===== src/rtl/instr_fetch_unit_if.sv =====
// Fetch-side bus bundle: imem request/response plus the decode handshake and PC-mux feedback.
// master = fetch unit, slave = memory/decode environment.
interface instr_fetch_unit_if #(
   parameter int unsigned ADDR_W = 32
) ();
   logic [ADDR_W-1:0] next_pc;
   logic              imem_req_valid;
   logic              imem_req_ready;
   logic [ADDR_W-1:0] imem_req_addr;
   logic              imem_rsp_valid;
   logic [31:0]       imem_rsp_data;
   logic              instr_valid;
   logic              instr_ready;
   logic [31:0]       instr;
   logic [ADDR_W-1:0] instr_pc;
   logic [ADDR_W-1:0] instr_pc_plus4;
   logic              fetch_fault;

   modport master (
      input  next_pc, imem_req_ready, imem_rsp_valid, imem_rsp_data, instr_ready,
      output imem_req_valid, imem_req_addr, instr_valid, instr, instr_pc, instr_pc_plus4,
             fetch_fault
   );

   modport slave (
      output next_pc, imem_req_ready, imem_rsp_valid, imem_rsp_data, instr_ready,
      input  imem_req_valid, imem_req_addr, instr_valid, instr, instr_pc, instr_pc_plus4,
             fetch_fault
   );
endinterface


===== src/rtl/instr_fetch_unit.sv =====
// Instruction fetch unit: owns the PC, keeps at most one imem request in flight and holds
// each fetched instruction for decode; a misaligned next-PC parks the unit in a sticky fault.
module instr_fetch_unit #(
   parameter int unsigned       ADDR_W   = 32,
   parameter logic [ADDR_W-1:0] RESET_PC = '0
) (
   input logic                clk,
   input logic                rst_n,
   instr_fetch_unit_if.master io_bus
);

   typedef enum logic [2:0] {StIdle, StReq, StWait, StHold, StFault} state_e;

   state_e            r_state;
   state_e            w_state_d;
   logic [ADDR_W-1:0] r_pc;
   logic [ADDR_W-1:0] r_instr_pc;
   logic [31:0]       r_instr;
   logic              r_fault;
   logic              w_rsp_take;
   logic              w_pc_load;
   logic              w_fault_set;
   logic              w_target_ok;

   assign w_target_ok = (io_bus.next_pc[1:0] == 2'b00);

   always_comb begin
      w_state_d   = r_state;
      w_rsp_take  = 1'b0;
      w_pc_load   = 1'b0;
      w_fault_set = 1'b0;
      unique case (r_state)
         StIdle:  w_state_d = StReq;
         StReq:   if (io_bus.imem_req_ready) w_state_d = StWait;
         StWait: begin
            if (io_bus.imem_rsp_valid) begin
               w_rsp_take = 1'b1;
               w_state_d  = StHold;
            end
         end
         StHold: begin
            // next_pc is only meaningful on the decode handshake
            if (io_bus.instr_ready) begin
               if (w_target_ok) begin
                  w_pc_load = 1'b1;
                  w_state_d = StReq;
               end else begin
                  w_fault_set = 1'b1;
                  w_state_d   = StFault;
               end
            end
         end
         StFault: w_state_d = StFault;
         default: w_state_d = StIdle;
      endcase
   end

   always_ff @(posedge clk or negedge rst_n) begin
      if (!rst_n) begin
         r_state    <= StIdle;
         r_pc       <= RESET_PC;
         r_instr    <= '0;
         r_instr_pc <= '0;
         r_fault    <= 1'b0;
      end else begin
         r_state <= w_state_d;
         if (w_pc_load) r_pc <= io_bus.next_pc;
         if (w_rsp_take) begin
            r_instr    <= io_bus.imem_rsp_data;
            r_instr_pc <= r_pc;
         end
         if (w_fault_set) r_fault <= 1'b1;
      end
   end

   assign io_bus.imem_req_valid = (r_state == StReq);
   assign io_bus.imem_req_addr  = r_pc;
   assign io_bus.instr_valid    = (r_state == StHold);
   assign io_bus.instr          = r_instr;
   assign io_bus.instr_pc       = r_instr_pc;
   // Wraps modulo 2^ADDR_W by construction
   assign io_bus.instr_pc_plus4 = r_instr_pc + ADDR_W'(4);
   assign io_bus.fetch_fault    = r_fault;

endmodule

===== src/flat_wrapper.sv =====
// flat-port wrapper written by rule: the top's interface ports become plain ports
module instr_fetch_unit_flat 
#(
   parameter int unsigned       ADDR_W   = 32,
   parameter logic [ADDR_W-1:0] RESET_PC = '0
)
  (clk, rst_n, io_bus_next_pc, io_bus_imem_req_ready, io_bus_imem_rsp_valid, io_bus_imem_rsp_data, io_bus_instr_ready, io_bus_imem_req_valid, io_bus_imem_req_addr, io_bus_instr_valid, io_bus_instr, io_bus_instr_pc, io_bus_instr_pc_plus4, io_bus_fetch_fault);
  instr_fetch_unit_if #(.ADDR_W(ADDR_W)) io_bus_i ();
  input logic clk;
  input logic rst_n;
  input wire logic [$bits(io_bus_i.next_pc)-1:0] io_bus_next_pc;
  input wire logic [$bits(io_bus_i.imem_req_ready)-1:0] io_bus_imem_req_ready;
  input wire logic [$bits(io_bus_i.imem_rsp_valid)-1:0] io_bus_imem_rsp_valid;
  input wire logic [$bits(io_bus_i.imem_rsp_data)-1:0] io_bus_imem_rsp_data;
  input wire logic [$bits(io_bus_i.instr_ready)-1:0] io_bus_instr_ready;
  output wire logic [$bits(io_bus_i.imem_req_valid)-1:0] io_bus_imem_req_valid;
  output wire logic [$bits(io_bus_i.imem_req_addr)-1:0] io_bus_imem_req_addr;
  output wire logic [$bits(io_bus_i.instr_valid)-1:0] io_bus_instr_valid;
  output wire logic [$bits(io_bus_i.instr)-1:0] io_bus_instr;
  output wire logic [$bits(io_bus_i.instr_pc)-1:0] io_bus_instr_pc;
  output wire logic [$bits(io_bus_i.instr_pc_plus4)-1:0] io_bus_instr_pc_plus4;
  output wire logic [$bits(io_bus_i.fetch_fault)-1:0] io_bus_fetch_fault;
  assign io_bus_i.next_pc = io_bus_next_pc;
  assign io_bus_i.imem_req_ready = io_bus_imem_req_ready;
  assign io_bus_i.imem_rsp_valid = io_bus_imem_rsp_valid;
  assign io_bus_i.imem_rsp_data = io_bus_imem_rsp_data;
  assign io_bus_i.instr_ready = io_bus_instr_ready;
  assign io_bus_imem_req_valid = io_bus_i.imem_req_valid;
  assign io_bus_imem_req_addr = io_bus_i.imem_req_addr;
  assign io_bus_instr_valid = io_bus_i.instr_valid;
  assign io_bus_instr = io_bus_i.instr;
  assign io_bus_instr_pc = io_bus_i.instr_pc;
  assign io_bus_instr_pc_plus4 = io_bus_i.instr_pc_plus4;
  assign io_bus_fetch_fault = io_bus_i.fetch_fault;
  instr_fetch_unit #(.ADDR_W(ADDR_W), .RESET_PC(RESET_PC)) u_core (.clk(clk), .rst_n(rst_n), .io_bus(io_bus_i));
endmodule

===== config.mk =====
export PLATFORM = sky130hd
export DESIGN_NAME = instr_fetch_unit_flat
export DESIGN_NICKNAME = d
export VERILOG_FILES = /design/src/rtl/instr_fetch_unit_if.sv /design/src/rtl/instr_fetch_unit.sv /design/src/flat_wrapper.sv
export SDC_FILE = /design/constraint.sdc
export NUM_CORES = 1
export LEC_CHECK = 0
export ABC_AREA = 1
export CORE_MARGIN = 1
export CORE_UTILIZATION = 35
export CTS_BUF_LIST = sky130_fd_sc_hd__clkbuf_4
export DETAILED_ROUTE_END_ITERATION = 8
export PLACE_DENSITY = 0.77
export SLEW_MARGIN = 40
export SYNTH_ARGS = -nofsm -noshare
export SYNTH_HDL_FRONTEND = slang
export SYNTH_SLANG_ARGS = --single-unit
export TNS_END_PERCENT = 30

===== constraint.sdc =====
create_clock -name clk -period 1.9 [get_ports clk]
set_input_delay 0.57 -clock clk [delete_from_list [all_inputs] [get_ports clk]]
set_output_delay 0.57 -clock clk [all_outputs]
set_load 0.05 [all_outputs]

# Word-level counts from Yosys, hierarchy flattened
# Index checks and enable logic that the tools add are counted.
# totals
ff_bits	100
in_bits	69
output_inout_bits	131
elab_cells	29
# classes
add_sub_neg	1
eq_ne	7
n_mux	13
reduce_logical	3
# op_table
op	n
32-bit by 3-bit adder with 32-bit output, second input constant	1
3-bit case mux with 5 select lines	1
3-bit 2-to-1 mux	4
1-bit 2-to-1 mux	8
3-bit by 2-bit == test with 1-bit output, second input constant	2
2-bit inequality test, second input constant	3
3-bit by 1-bit == test with 1-bit output, second input constant	1
3-bit == test, second input constant	1
3-bit zero test	1
3-bit AND reduction	1
2-bit zero test	1

# Depth between registers and ports, before layout
# logic_depth
depth_word	4
ltp_mapped	9
ltp_nobuf	8

# Worst setup path after synthesis
# OpenSTA, ideal clock, no wires.
# synth_timing
path_kind	reg2out
start	register u_core.r_instr_pc[2], in the netlist u_core.io_bus.instr_pc[2]
end	output port io_bus_instr_pc_plus4[15]
t_arrival_ns	2.303
required_time_ns	1.330
slack_ns	-0.973
stages_incl_launch_ff	6
n_path_buf	0
path_cell_list	dfrtp_1 inv_1 nor2_4 nand2_2 nor2_4 xor2_1
# synth_between
elab_chain_len	1
# synth_rtl
element	line	rtl
start: declaration	instr_fetch_unit.sv:17	logic [ADDR_W-1:0] r_instr_pc;
start signal: assignment	instr_fetch_unit.sv:70	r_instr_pc <= r_pc;
32-bit by 3-bit adder with 32-bit output	instr_fetch_unit.sv:82	assign io_bus.instr_pc_plus4 = r_instr_pc + ADDR_W'(4);
end: declaration	flat_wrapper.sv:21	output wire logic [$bits(io_bus_i.instr_pc_plus4)-1:0] io_bus_instr_pc_plus4;
# No other way between the ends.

# Worst setup path after layout
# layout_timing
start	register u_core.r_instr_pc[2], in the netlist u_core.io_bus.instr_pc[2]
end	output port io_bus_instr_pc_plus4[14]
# Same word-level chain as after synthesis.

==> metrics <==
status finished with violations; failing checks negative setup slack; CTS H-tree depth 3; FFs w/ async S/R, synth 100.0%; pre-CTS WS -177.2 ps; fin worst setup slack -675.4 ps; Remaining Overflow, GRT 0; GPL Wtd Cong 0.8739; worst skew pair latency 500 ps; DR DRC count 0; post-synthesis simple-gate area fraction 27.57%; Sink Count 100; Vias 4,696; main combinational cell family by area after synthesis simple AND/OR/NAND/NOR gates; first-pass GRT wire length 23,080 µm; worst slew margin relative to its limit 76.18%; Avg Synthesized Cell Area 7.853 µm²; share of the synthesized area in the top cell type 52.41%; RSZ-0062 raised after global routing yes; clock slew at reported path FFs 170 ps; post-synthesis mux area share 0%; total wire length 14,300 µm; CTS Buffer Depth 2; # nets final 934; most frequent cell after synthesis nand2_1; CORE AREA 13,300 µm²; Crit Path Category reg -> out; reg2reg setup slack 530 ps; Netlist cell types 25; antenna viol nets, final 0; layout cells sized above 1 34.29%; Slew Viols, Final 0; crit path launch type flip-flop; Yosys reg bits 100; adder-cell area share of the yosys netlist 0.2621%; CTS tree built; PwrDens 2118 nW/µm²; Max Cap Viol 0; first-pass iteration count of the detailed router 6; CTS Buf Count 9; worst hold path depth 1; hold path start u_core.r_state[1]$_DFFE_PN0P_; wire per inst 13.68 µm; CP required 1330 ps; Initial Util 35.91%; Max FO, Critical Path 3; P_leak 0.004148 µW; Hold Fails Final Rpt 0; hold crit path type reg -> reg; EDFF count, synth 0; vias in the first global route 4,696; initial antenna violation count 0; Crit. End Element output pin; FMAX 0.3883 GHz; top cells by area in the synthesized netlist dfrtp_1 (52%), nand2_1 (18%), inv_1 (6.2%); Setup violations, final 33; Worst Tran Pin Value 357.3 ps; FP Rows 42; hpwl dp 11,040 µm; Post-Syn Area 4775 µm²; sequential-to-total area share from yosys stat 52.41%; DRT iter0 DRCs 208; Tcrit/Tclk final 135.5%; Die Span Y 118.8 µm; largest net degree at the start of global routing 59; area delta synth->final 77.70%; diode count 0; RR Endpoint u_core.io_bus.imem_req_addr[18]$_DFFE_PN0P_; commonest cells in the netlist nand2_1 (232), dfrtp_1 (100), inv_1 (79); Top-Level Pins 200; CTS root buf clkbuf_4; yosys synthesis warning count 0; Main synth FF type dfrtp_1; reg2reg start u_core.r_state[2]$_DFFE_PN0P_; final core utilization 63.82%; Final Skew 11.00 ps; R2R cell count 7; PortBufs 199; largest area contributor in the netlist dfrtp_1; Synth Area in Compound Gates 7.364%; VDD IR-drop max 1342 µV; Post-Syn Nets 678; gate count after technology mapping 608; Die ar. 14,110 µm²; xor-xnor portion of the synthesized cell area 2.752%; Hold Path End u_core.r_state[2]$_DFFE_PN0P_; crit path time final 2575 ps; crit path DAT 2010 ps; die width 118.8 µm; GRT Total Usage 21.34%; Vias/cell 4.494
==> layer usage <==
layer | up-vias | track usage (%) | share of wire, %
met5 | - | 0 | 0
met4 | 0 | 6.171 | 1.7
met3 | 21 | 6.950 | 6.5
met2 | 158 | 38.63 | 53
met1 | 2160 | 23.66 | 38
li1 | 2357 | - | -
==> sequential cells by signal (all words and copies together), names as in the netlist <==
name	cells
u_core.io_bus.imem_req_addr	32
u_core.r_state	3
u_core.io_bus.instr	32
u_core.io_bus.instr_pc	32
u_core.io_bus.fetch_fault	1
==> through the flow <==
stage	hold WS [ps]	instances	total power, µW	TNS (ps)	instance area [µm²]
2_1_floorplan	274.4	608	10740	-10360	5002
3_3_place_gp	453.1	1023	16340	-764.9	8036
3_5_place_dp	464.1	1023	16520	-1692	8036
4_1_cts	463.2	1043	17940	-17710	8387
5_1_grt	473.7	1045	18830	-20720	8484
6_report	502.1	1045	17970	-16740	8484
==> layout make-up <==
cell class / count / area [µm²]
clock buffers: 9 / 67.56
clock inverters: 7 / 63.81
fillers: 1069 / 4811
inverters: 82 / 312.8
multi-input cells: 404 / 2235
flip-flops and latches: 100 / 2516
well taps: 176 / 220.2
repair buffers: 267 / 3069
==> critical path, stage by stage (launching register included) <==
cell and delay, ps:
dfrtp_2 420, ha_4 150, nand2_2 50, nor2_2 100, nand2_2 110, buf_12 150, nor2_4 160, xor2_2 200
buf_12 160
==> repair_timing <==
action / 4_1_cts / 5_1_grt
resized for setup: 38 / 22
hold endpoints to repair: 23 / 0
hold buffers: 1 / 0
setup endpoints to repair: 34 / 45
setup buffers: 3 / 2
pin swaps: 11 / 15
cloned: 0 / 0
==> worst max-delay path by stage <==
stage | slack, ps | cells after the start | startpoint | to
floorplan | -440 | 5 | u_core.io_bus.instr_pc[2]$_DFFE_PN0P_ | io_bus_instr_pc_plus4[15]
finish | -680 | 8 | u_core.io_bus.instr_pc[2]$_DFFE_PN0P_ | io_bus_instr_pc_plus4[14]
global route | -810 | 8 | u_core.io_bus.instr_pc[2]$_DFFE_PN0P_ | io_bus_instr_pc_plus4[14]
CTS | -710 | 8 | u_core.io_bus.instr_pc[2]$_DFFE_PN0P_ | io_bus_instr_pc_plus4[31]
global placement | -120 | 9 | u_core.io_bus.instr_pc[2]$_DFFE_PN0P_ | io_bus_instr_pc_plus4[28]
detailed placement | -180 | 9 | u_core.io_bus.instr_pc[2]$_DFFE_PN0P_ | io_bus_instr_pc_plus4[20]
==> cells by family after synthesis <==
logic type | count (synthesis)
xor gates and xnor gates | 15
buffers and inverters | 104
DFF | 100
adders and majority gates | 1
AOI/OAI and AO/OA | 69
and+or+nand+nor | 319
==> where the power goes <==
part           internal [µW]  total, µW  switching, µW
sequential              3140       4000            866
combinational           5180      12800           7650
clock                    307       1130            826
==> cell usage in the layout, fill, tap and decap left out, drive strengths merged <==
master	n
inv	86
xnor2	5
nor2	62
nand3b	5
buf	199
a31oi	1
ha	1
clkbuf	9
clkinv	2
nand3	14
clkinvlp	1
o21ai	55
clkdlybuf4s50	67
a22oi	1
a21oi	11
o31ai	1
xor2	10
dlygate4sd3	1
dfrtp	100
nand2	238
No activity file was read; power rests on OpenSTA's default activity.
